## config.mk

```make
export PLATFORM = sky130hd
export DESIGN_NAME = tmds_encoder
export DESIGN_NICKNAME = d
export VERILOG_FILES = /design/src/rtl/tmds_pkg.sv /design/src/rtl/tmds_popcount.sv /design/src/rtl/tmds_encoder.sv
export SDC_FILE = /design/constraint.sdc
export NUM_CORES = 1
export LEC_CHECK = 0
export CORE_MARGIN = 5
export CORE_UTILIZATION = 55
export CTS_BUF_LIST = sky130_fd_sc_hd__clkbuf_4
export DETAILED_ROUTE_END_ITERATION = 6
export GPL_ROUTABILITY_DRIVEN = 0
export MAX_ROUTING_LAYER = met4
export PLACE_DENSITY = 0.77
export SLEW_MARGIN = 20
export SYNTH_ARGS = -nofsm -noshare
export SYNTH_HDL_FRONTEND = slang
export SYNTH_SLANG_ARGS = --single-unit
export TNS_END_PERCENT = 1
```

## constraint.sdc

```tcl
create_clock -name clk1x -period 13.7 [get_ports clk1x]
set_clock_uncertainty 0.15 [all_clocks]
set_input_delay 2.74 -clock clk1x [delete_from_list [all_inputs] [get_ports clk1x]]
set_output_delay 2.74 -clock clk1x [all_outputs]
set_load 0.02 [all_outputs]
```

## src/rtl/tmds_pkg.sv

```systemverilog
// Shared constants and types for the TMDS 8b/10b channel encoder.
// Control tokens, the default disparity width and the 10-bit symbol type.
package tmds_pkg;

    localparam int TMDS_DISP_W_DEF = 6;

    typedef logic [9:0] tmds_sym_t;

    localparam tmds_sym_t TMDS_CTRL_00 = 10'h354;
    localparam tmds_sym_t TMDS_CTRL_01 = 10'h0AB;
    localparam tmds_sym_t TMDS_CTRL_10 = 10'h154;
    localparam tmds_sym_t TMDS_CTRL_11 = 10'h2AB;

    function automatic tmds_sym_t tmds_ctrl_token(input logic c1, input logic c0);
        tmds_sym_t tok;
        case ({c1, c0})
            2'b00:   tok = TMDS_CTRL_00;
            2'b01:   tok = TMDS_CTRL_01;
            2'b10:   tok = TMDS_CTRL_10;
            2'b11:   tok = TMDS_CTRL_11;
            default: tok = TMDS_CTRL_00;
        endcase
        return tok;
    endfunction

endpackage

```

## src/rtl/tmds_popcount.sv

```systemverilog
// Combinational ones counter for an 8-bit word, 4-bit result (0..8).
module tmds_popcount (
    input  logic [7:0] i_data,
    output logic [3:0] o_count
);

    // Sum the set bits of the input word
    always_comb begin
        o_count = 4'd0;
        for (int i = 0; i < 8; i++) begin
            o_count = o_count + {3'b000, i_data[i]};
        end
    end

endmodule

```

## src/rtl/tmds_encoder.sv

```systemverilog
// DVI/HDMI TMDS 8b/10b channel encoder: transition minimisation then DC balance.
// Optional macro TMDS_DISP_MON_EN exposes the running disparity on port disp.
module tmds_encoder
    import tmds_pkg::*;
#(
    parameter int DISP_W = TMDS_DISP_W_DEF
) (
    input  logic                     clk1x,
    input  logic                     rst_n,
    input  logic                     de,
    input  logic                     c0,
    input  logic                     c1,
    input  logic [7:0]               din,
`ifdef TMDS_DISP_MON_EN
    output logic signed [DISP_W-1:0] disp,
`endif
    output logic [9:0]               dout
);

    logic [3:0]               w_n1;
    logic                     w_use_xnor;
    logic [8:0]               w_qm;
    logic [8:0]               r_qm;
    logic                     r_de;
    logic                     r_c0;
    logic                     r_c1;
    logic [3:0]               w_n1q;
    logic [3:0]               w_n0q;
    logic signed [DISP_W-1:0] w_n1q_x;
    logic signed [DISP_W-1:0] w_n0q_x;
    logic signed [DISP_W-1:0] w_diff;
    logic signed [DISP_W-1:0] w_two_qm8;
    logic signed [DISP_W-1:0] w_two_nqm8;
    logic                     w_cnt_zero;
    logic                     w_cnt_pos;
    logic                     w_cnt_neg;
    tmds_sym_t                w_dout_nxt;
    logic signed [DISP_W-1:0] w_cnt_nxt;
    tmds_sym_t                r_dout;
    logic signed [DISP_W-1:0] r_cnt;

    tmds_popcount u_pop_din (
        .i_data  (din),
        .o_count (w_n1)
    );

    assign w_use_xnor = (w_n1 > 4'd4) || ((w_n1 == 4'd4) && !din[0]);

    // Stage 1 chain: XOR mode, or XNOR mode by inverting each link
    always_comb begin
        w_qm    = 9'd0;
        w_qm[0] = din[0];
        for (int i = 1; i < 8; i++) begin
            w_qm[i] = w_qm[i-1] ^ din[i] ^ w_use_xnor;
        end
        w_qm[8] = !w_use_xnor;
    end

    // Stage 1 pipeline register; reset looks like a 00 control cycle
    always_ff @(posedge clk1x or negedge rst_n) begin
        if (!rst_n) begin
            r_qm <= 9'd0;
            r_de <= 1'b0;
            r_c0 <= 1'b0;
            r_c1 <= 1'b0;
        end else begin
            r_qm <= w_qm;
            r_de <= de;
            r_c0 <= c0;
            r_c1 <= c1;
        end
    end

    tmds_popcount u_pop_qm (
        .i_data  (r_qm[7:0]),
        .o_count (w_n1q)
    );

    assign w_n0q      = 4'd8 - w_n1q;
    assign w_n1q_x    = $signed({{(DISP_W-4){1'b0}}, w_n1q});
    assign w_n0q_x    = $signed({{(DISP_W-4){1'b0}}, w_n0q});
    assign w_diff     = w_n1q_x - w_n0q_x;
    assign w_two_qm8  = $signed({{(DISP_W-2){1'b0}}, r_qm[8], 1'b0});
    assign w_two_nqm8 = $signed({{(DISP_W-2){1'b0}}, !r_qm[8], 1'b0});
    assign w_cnt_zero = (r_cnt == {DISP_W{1'b0}});
    assign w_cnt_neg  = r_cnt[DISP_W-1];
    assign w_cnt_pos  = !w_cnt_neg && !w_cnt_zero;

    // Stage 2: pick symbol polarity that steers the running disparity toward zero
    always_comb begin
        w_dout_nxt = TMDS_CTRL_00;
        w_cnt_nxt  = r_cnt;
        if (!r_de) begin
            w_dout_nxt = tmds_ctrl_token(r_c1, r_c0);
            w_cnt_nxt  = {DISP_W{1'b0}};
        end else if (w_cnt_zero || (w_n1q == w_n0q)) begin
            w_dout_nxt = {!r_qm[8], r_qm[8], (r_qm[8] ? r_qm[7:0] : ~r_qm[7:0])};
            if (r_qm[8]) begin
                w_cnt_nxt = r_cnt + w_diff;
            end else begin
                w_cnt_nxt = r_cnt - w_diff;
            end
        end else if ((w_cnt_pos && (w_n1q > w_n0q)) || (w_cnt_neg && (w_n0q > w_n1q))) begin
            w_dout_nxt = {1'b1, r_qm[8], ~r_qm[7:0]};
            w_cnt_nxt  = r_cnt + w_two_qm8 - w_diff;
        end else begin
            w_dout_nxt = {1'b0, r_qm[8], r_qm[7:0]};
            w_cnt_nxt  = r_cnt - w_two_nqm8 + w_diff;
        end
    end

    // Stage 2 output and disparity registers
    always_ff @(posedge clk1x or negedge rst_n) begin
        if (!rst_n) begin
            r_dout <= TMDS_CTRL_00;
            r_cnt  <= {DISP_W{1'b0}};
        end else begin
            r_dout <= w_dout_nxt;
            r_cnt  <= w_cnt_nxt;
        end
    end

    assign dout = r_dout;
`ifdef TMDS_DISP_MON_EN
    assign disp = r_cnt;
`endif

endmodule

```

* Yosys cells after proc, flatten, opt, wreduce, memory -nomap -nowiden
Cells that the tools add are included.
** Word-level totals
- Output and inout bits :: 10
- Memory bits (read-only) :: 0
- Input port bits :: 13
- Memories :: 0
- Register bits after elaboration :: 28
- Bits in latches :: 0
- RAM bits :: 0
- Word-level logic and storage cells :: 74
** Cells by class
- Add/sub/neg operators :: 22
- Bitwise gates (word level) :: 15
- Multiplexer cells :: 9
- Magnitude comparators :: 3
- Eq/ne operators :: 5
- Multiply operators :: 0
- Shift operators :: 0
- Divide/modulo/power cells :: 0
- Reductions and logical operators :: 14
** Operators with widths (count)
- adder 4 x 1 -> 4 bit :: 12
- case mux 10 bit (4 select lines) :: 1
- 2-to-1 mux 10 bit :: 3
- 2-to-1 mux 6 bit :: 4
- XOR 1 bit :: 14
- adder 6 x 5 -> 6 bit :: 2
- subtractor 6 x 5 -> 6 bit :: 2
- greater-than comparator 4 bit :: 2
- 2-to-1 mux 8 bit :: 1
- inverter 8 bit :: 1
- adder 6 x 3 -> 6 bit :: 1
- zero test 6 bit :: 1
- subtractor 6 x 3 -> 6 bit :: 1
- zero test 1 bit :: 5
- subtractor 4 x 4 -> 5 bit :: 1
- adder 1 x 1 -> 2 bit :: 2
- == test 2 bit (second input constant) :: 2
- == test 4 x 3 -> 1 bit (second input constant) :: 1
- == test 4 bit :: 1
- greater-than comparator 4 x 3 -> 1 bit (second input constant) :: 1
- logical AND 1 bit :: 4
- subtractor 4 bit (first input constant) :: 1
- logical OR 1 bit :: 3
- == test 2 x 1 -> 1 bit (second input constant) :: 1
- zero test 2 bit :: 1

* Depth between registers and ports, before layout
Gate-level depths: netlist of the first run.
- Depth after elaboration :: 23
- Gate-level depth with buffers :: 21
- Gate-level depth less buffers :: 21

* Cells and area by module
A second synthesis of the first run with hierarchy kept.
** Unflattened totals
- Cell total of the unflattened synthesis :: 258
- Area, all modules :: 2601.2 um^2
** By module, submodules not included
- tmds_encoder :: area each 2220.9 um^2, sequential area each 706.9 um^2, cells each 210, instances 1
- tmds_popcount :: area each 190.2 um^2, sequential area each 0.0 um^2, cells each 24, instances 2

* Worst setup path before layout of the first run
No wires, ideal clock.
- Path type :: input -> register
- Start point :: in din[0]
- End point :: reg r_qm[5]
- Path slack :: 7.817 ns
- Arrival time :: 5.601 ns
- Path buffers :: 0
- Library setup time :: 0.132 ns
- Cell stages on the path :: 12
- Data required time :: 13.418 ns
- Cells stage by stage :: ha_1 inv_1 fa_1 fa_1 inv_1 fa_1 fa_1 nor2_1 a21oi_1 a21oi_1 xnor2_1 xnor2_1
** On the way
- Longest elaborated chain between the ends :: 19
- Elaborated cells on any way between the ends :: 22
- Classes of those cells :: add/sub: 7; order compare: 1; eq/ne: 1; bitwise: 10; reduce/logical: 3
** Ends and longest elaborated chain
- start: declaration :: line tmds_encoder.sv:13 : input logic [7:0] din,
- parallel branches: the longest is 18 deep, another holds adder 4 x 1 -> 4 bit
- XOR 1 bit (*) :: line tmds_encoder.sv:54 : w_qm[i] = w_qm[i-1] ^ din[i] ^ w_use_xnor;
- net w_qm[5] :: line tmds_encoder.sv:22 : logic [8:0] w_qm;
- end signal: assignment :: line tmds_encoder.sv:67 : r_qm <= w_qm;
- end: declaration :: line tmds_encoder.sv:23 : logic [8:0] r_qm;
Mark *: on every way through the listed nets, which the timed path passes.

* Final worst setup path of the first run
- Start point :: in din[0]
- End point :: reg r_qm[7]
** On the way
- Longest elaborated chain between the ends :: 23
- Elaborated cells on any way between the ends :: 26
- Classes of those cells :: add/sub: 7; order compare: 1; eq/ne: 1; bitwise: 14; reduce/logical: 3
** Ends and longest elaborated chain (line)
- parallel branches: the longest is 22 deep, another holds adder 4 x 1 -> 4 bit
- XOR 1 bit (*) :: tmds_encoder.sv:54
- net w_qm[7] :: tmds_encoder.sv:22
Marks and branches as above.

==> results of run 1 <==
Yosys cell counts (all sizes together), types with 3 or more instances:
cell and count:
mux2i 4, xnor2 20, xor2 3, buf 3, nor2b 4, o211ai 8, or3 3, nand2b 3
nand4 8, o21a 3, a21o 5, inv 40, o21ai 8, nor2 15, a211oi 4, and2 3
ha 31, a21oi 9, dfrtp 23, clkbuf 3, nand2 11, dfstp 5, fa 13
final timing paths:
check,start,end,cells after the start
max in group asynchronous,rst_n,dout[2],2
min in group asynchronous,rst_n,dout[5],2
worst max-delay path,din[0],r_qm[7],13
worst max register to register,r_qm[1],r_cnt[5],20
worst min register to register,r_cnt[0],r_cnt[0],1
worst min-delay path,r_cnt[0],r_cnt[0],1
per-stage QoR:
step / worst slack [ps] / std cells / hold slack, ps / area [sq um] / util
3_3_place_gp: 7220 / 318 / 326 / 2730 / 0.626
6_report: 7510 / 322 / 375 / 2750 / 0.632
5_1_grt: 7240 / 322 / 398 / 2750 / 0.632
3_5_place_dp: 7110 / 318 / 341 / 2730 / 0.626
4_1_cts: 7460 / 322 / 374 / 2750 / 0.632
2_1_floorplan: 7820 / 249 / 309 / 2470 / -
final cells by class:
class | count | share of cell area
Clock buffer | 3 | 0.00819
Inverter | 40 | 0.0546
Clock inverter | 1 | 0.00136
Sequential cell | 28 | 0.257
Tap cell | 52 | 0.0236
Multi-Input combinational cell | 175 | 0.573
Timing Repair Buffer | 23 | 0.0828
cells by family (layout without fill, tap and decap cells):
kind of cell | count (synthesis) | count (layout) | share of synthesized area
AND/OR/NAND/NOR | 56 | 56 | 0.126
AO/OA/AOI/OAI | 46 | 46 | 0.138
buffers and inverters | 46 | 67 | 0.0746
adder cells (fa/ha/maj) | 44 | 44 | 0.263
flip-flops | 28 | 28 | 0.287
XOR/XNOR | 23 | 23 | 0.0847
multiplexers | 6 | 6 | 0.0269
worst register-to-register path, cell delays in order, from the launching register on:
cell      delay, ps
dfrtp_1         450
ha_1            310
inv_1            50
fa_1            500
fa_1            450
fa_1            430
fa_1            720
nand2_1         170
ha_1            390
nand2b_1        120
a21oi_1          80
nor2_1          300
ha_1            290
inv_1            80
ha_1            250
nor2b_1         150
o21ai_0         240
nor3b_1         250
a211oi_1         80
or4_1           520
o311ai_1         90
registers in the layout (all words and copies together), names as in the netlist:
name and count:
r_qm 9, r_cnt 6, r_de 1, dout 10, r_c1 1, r_c0 1
metal layers:
metal	part of all wire	vias up	global-route usage
met5	0	-	-
met4	0.011	0	0.0490
met2	0.49	51	0.290
met3	0.057	7	0.0258
met1	0.44	877	0.226
li1	-	875	-
cells in the final DEF, fill, tap and decap left out, drive strengths merged, types with 4 or more instances in the layout:
cell type      instances
o211ai                 8
dfrtp                 23
mux2i                  4
clkdlybuf4s50         22
inv                   40
a21oi                  9
fa                    13
nand4                  8
a211oi                 4
a21o                   5
ha                    31
nor2b                  4
nor2                  15
xnor2                 20
o21ai                  8
dfstp                  5
nand2                 11
==> summary.md, run 1 <==
| Metric | Value |
|---|---|
| Core area | `4350 sq um` |
| Slew margin rel. | `0.486` |
| Vias in the first global route | `1819` |
| Die H | `77.0 um` |
| Pin count of the biggest net entering global routing | `29` |
| Critical path type | `input port to register` |
| Postcts setup bufs | `0` |
| Slew Limit Fails | `0` |
| CTS-repair resized insts | `0` |
| H-tree Lvls | `1` |
| Synth top area share | `0.233` |
| Fin nets | `around 330` |
| Area grow syn2layout | `11.6%` |
| Crit path top cell by count | `fa_1` |
| Slew @ Worst Pin | `771 ps` |
| Number of max-cap violations | `0` |
| Register bit total from synthesis | `28` |
| Multi-input logic area | `roughly 1600 sq um` |
| Core Rows | `24` |
| Synth Warn # | `0` |
| DIE AREA | `5920 sq um` |
| Crit-path max cell delay | `between 400 and 500 ps` |
| EDFF count, synth | `0` |
| Class of the worst hold path | `register to register` |
| Starting density of the core | `0.566` |
| CP bufs+invs | `3` |
| Routed WL | `4750 um` |
| Post-CTS Hold Buffers | `0` |
| Layout cell share with drive strength beyond 1 | `0.0741` |
| Seq/Total Area, Yosys | `0.287` |
| Mapped Nets | `just over 300` |
| CTS root buffer | `clkbuf_4` |
| Fill cell count | `between 300 and 400` |
| All-Layer GR Usage | `0.176` |
| Crit path max fanout | `3` |
| Post-Synthesis Cells | `249` |
| Drt initial violations | `139` |
| DR WL/cell | `14.8 um` |
| Gr ovfl total | `0` |
| HPWL Detailed | `3910 um` |
| Die span in x | `roughly 77 um` |
| Worst R2R Setup Slack | `~7500 ps` |
| Post-Syn Area | `between 2000 and 2500 sq um` |
| Period utilisation layout | `0.452` |
| Critical path cell sequence | `clkdlybuf4s50_1, ha_1, inv_1, fa_1, fa_1, inv_1, fa_1, fa_1, nor2_1, a21oi_1, a21oi_1, xnor2_1, xnor2_1` |
| RSZ-0062 raised after global routing | `false` |
| Routed Antenna Nets | `0` |
| CTS Sinks | `28` |
| Achievable Freq | `162 MHz` |
| Critical path required time | `roughly 14000 ps` |
| I/O Buffers | `22` |
| Clk_lat worst skew | `~340 ps` |
| Final setup violation count | `0` |
| Synth Flop Type | `dfrtp_1` |
| Post-synth ARST share | `1.00` |
| Avg Vias per Cell | `between 5 and 6` |
| Max Root-Sink Buffers | `2` |
| Post-synth top area cell | `dfrtp_1` |
| Antenna violations before repair | `0` |
| Startpoint Class | `input port` |
| Status | `completed` |
| CP Capture Type | `register` |
| Crit path max-delay family | `adder cells` |
| CTS tree | `built` |
| I/O pin cnt | `23` |
| # diodes | `0` |
| Setup_tns | `0 ps` |
| First-pass GRT wire length | `approximately 8500 um` |
| Worst-path clk slew | `approximately 150 ps` |
| Via count | `roughly 1800` |
| Cell variety after synth | `47` |
| Reg area | `~700 sq um` |
| Min Tclk post-route | `6190 ps` |
| DRC viols | `0` |
| Synth area leaders | `dfrtp_1 23%, ha_1 16%, fa_1 11%, xnor2_1 6.7%, inv_1 6.1%` |
| Endpoints failing hold | `0` |
| Slowest CP cell | `fa_1` |
| CTS buffer count | `3` |
| DRT Pass-1 Iters | `4` |
| Syn Area/Cell | `between 9 and 10 sq um` |
| WP data arrival | `6270 ps` |
Power of run 1 is left out: the tool's default activity adds up to more than one toggle a clock period on the data nets, which glitch-free logic cannot reach.
==> inputs of run 2 (changes only) <==
--- a/config.mk
+++ b/config.mk
@@ -6,12 +6,12 @@
 export NUM_CORES = 1
 export LEC_CHECK = 0
 export CORE_MARGIN = 5
-export CORE_UTILIZATION = 55
+export CORE_UTILIZATION = 54
 export CTS_BUF_LIST = sky130_fd_sc_hd__clkbuf_4
 export DETAILED_ROUTE_END_ITERATION = 6
 export GPL_ROUTABILITY_DRIVEN = 0
 export MAX_ROUTING_LAYER = met4
-export PLACE_DENSITY = 0.77
+export PLACE_DENSITY = 0.79
 export SLEW_MARGIN = 20
 export SYNTH_ARGS = -nofsm -noshare
 export SYNTH_HDL_FRONTEND = slang
==> constraint.sdc (replaced) <==
create_clock -name clk1x -period 5.3 [get_ports clk1x]
set_clock_uncertainty 0.15 [all_clocks]
set_input_delay 1.06 -clock clk1x [delete_from_list [all_inputs] [get_ports clk1x]]
set_output_delay 1.06 -clock clk1x [all_outputs]
set_load 0.02 [all_outputs]
==> summary.md, run 2 (same netlist as run 1, synthesis figures left out) <==
| Metric | Value |
|---|---|
| Crit-path max cell delay | `~550 ps` |
| Final Core Density | `0.680` |
| Routed WL | `slightly above 5000 um` |
| I/O Buffers | `22` |
| Layout cell share with drive strength beyond 1 | `0.179` |
| Crit path top cell by count | `ha_1` |
| Setup Slack @ Placement | `-95.1 ps` |
| Avg Vias per Cell | `approximately 5.5` |
| CTS buffer count | `3` |
| Fin area | `between 2000 and 3000 sq um` |
| WP data arrival | `5450 ps` |
| Core area | `4380 sq um` |
| Commonest non-fill, non-tap cell in the layout | `inv_1` |
| Die span in x | `77.6 um` |
| H-tree Lvls | `1` |
| Antenna violations before repair | `0` |
| Max Root-Sink Buffers | `2` |
| Routed Antenna Nets | `0` |
| Slowest CP cell | `fa_2` |
| Starting density of the core | `0.562` |
| Endpoints failing hold | `0` |
| DIE AREA | `approximately 6000 sq um` |
| CP Capture Type | `register` |
| Via count | `around 1800` |
| All-Layer GR Usage | `0.182` |
| Fill cell count | `about 330` |
| CP bufs+invs | `3` |
| Slew @ Worst Pin | `between 700 and 800 ps` |
| Reg area | `707 sq um` |
| CTS root buffer | `clkbuf_4` |
| Crit path max fanout | `4` |
| Cell Area, Placed | `approximately 2900 sq um` |
| HPWL Detailed | `slightly above 4000 um` |
| Critical path required time | `about 5400 ps` |
| RSZ-0062 raised after global routing | `true` |
| Fin nets | `about 340` |
| Slew margin rel. | `0.468` |
| Critical path type | `register to register` |
| Pin count of the biggest net entering global routing | `29` |
| Max reg flops | `10` |
| Number of max-cap violations | `0` |
| Crit path max-delay family | `adder cells` |
| Multi-input logic area | `roughly 1700 sq um` |
| CTS Sinks | `28` |
| DR WL/cell | `approximately 15 um` |
| DRC viols | `0` |
| Drt initial violations | `99` |
| Gr ovfl total | `0` |
| Achievable Freq | `approximately 190 MHz` |
| Min Tclk post-route | `around 5400 ps` |
| Class of the worst hold path | `register to register` |
| DRT Pass-1 Iters | `4` |
| CTS tree | `built` |
| Most frequent cells in the layout | `39 x inv_1, 27 x ha_1, 23 x dfrtp_1, 22 x clkdlybuf4s50_1, 19 x xnor2_1` |
| Area grow syn2layout | `20.8%` |
| Post-CTS Hold Buffers | `0` |
| Failing checks | `setup timing` |
| Die H | `roughly 78 um` |
| Period utilisation layout | `1.01` |
| Critical path cell sequence | `ha_1, inv_1, fa_1, fa_1, fa_2, fa_2, nand2_2, ha_4, buf_4, nor2_1, nor2_2, ha_1, inv_1, ha_1, nor2b_4, o21ai_2, nor3b_2, a211oi_1, or4_1, o311ai_1` |
| Worst-path clk slew | `approximately 150 ps` |
| Core Rows | `24` |
| Startpoint Class | `register` |
| Slew Limit Fails | `0` |
| Clk_lat worst skew | `about 330 ps` |
| Vias in the first global route | `~1900` |
| Worst setup margin | `-58.8 ps` |
| First-pass GRT wire length | `8780 um` |
| Final setup violation count | `1` |
| I/O pin cnt | `23` |
| # diodes | `0` |
| Status | `finished with violations` |
==> run 2: cell types whose count changed in the layout (fill, tap and decap cells not counted), moves of 2 or more <==
cell     change
buf_4       +15
ha_4         +4
fa_2         +2
ha_1         -4
o21ai_0      -2
fa_1         -2
==> run 2: final cells by class <==
cell class	count	share of cell area
flip-flops and latches	28	0.237
inverters	40	0.0504
well taps	52	0.0218
multi-input cells	175	0.566
clock buffers	4	0.0101
repair buffers	38	0.114
==> run 2: metrics by stage <==
step                      TNS (ps)  hold WS (ps)  instances
after CTS                        0           373        336
final                        -58.8           369        337
after global placement           0           326        329
after detailed placement     -95.1           336        329
after global routing          -215           400        337
after floorplan              -30.2           309        249
==> run 2: worst paths after layout <==
path	endpoint	slack, ps	cells past startpoint	from
min in group asynchronous	r_de	920	2	rst_n
hold reg to reg	r_cnt[0]	370	1	r_cnt[0]
hold / removal	r_cnt[0]	370	1	r_cnt[0]
max in group asynchronous	dout[4]	3770	2	rst_n
setup / recovery	r_cnt[5]	-60	20	r_qm[0]
setup reg to reg	r_cnt[5]	-60	20	r_qm[0]
==> run 2: per-layer routing <==
layer	track usage	routed length, um	vias to the layer above
li1	-	-	910
met1	0.232	2180	893
met2	0.309	2630	38
met3	0.0150	198	6
met4	0.0533	78	0
met5	-	0	-
==> run 2: repair_timing <==
item,in CTS,in global routing
buffers inserted,3,1
resized for setup,1,6
pin swaps,6,2
setup endpoints to repair,1,1
==> run 2: worst register-to-register path: stages (launching register included) <==
cell      delay, ps
dfrtp_1         410
ha_1            270
inv_1            50
fa_1            520
fa_1            440
fa_2            370
fa_2            550
nand2_2          80
ha_4            240
buf_4           150
nor2_1          160
nor2_2           70
ha_1            290
inv_1            60
ha_1            300
nor2b_4         140
o21ai_2         120
nor3b_2         170
a211oi_1         80
or4_1           550
o311ai_1        110
Power of run 2 is left out for the same reason.
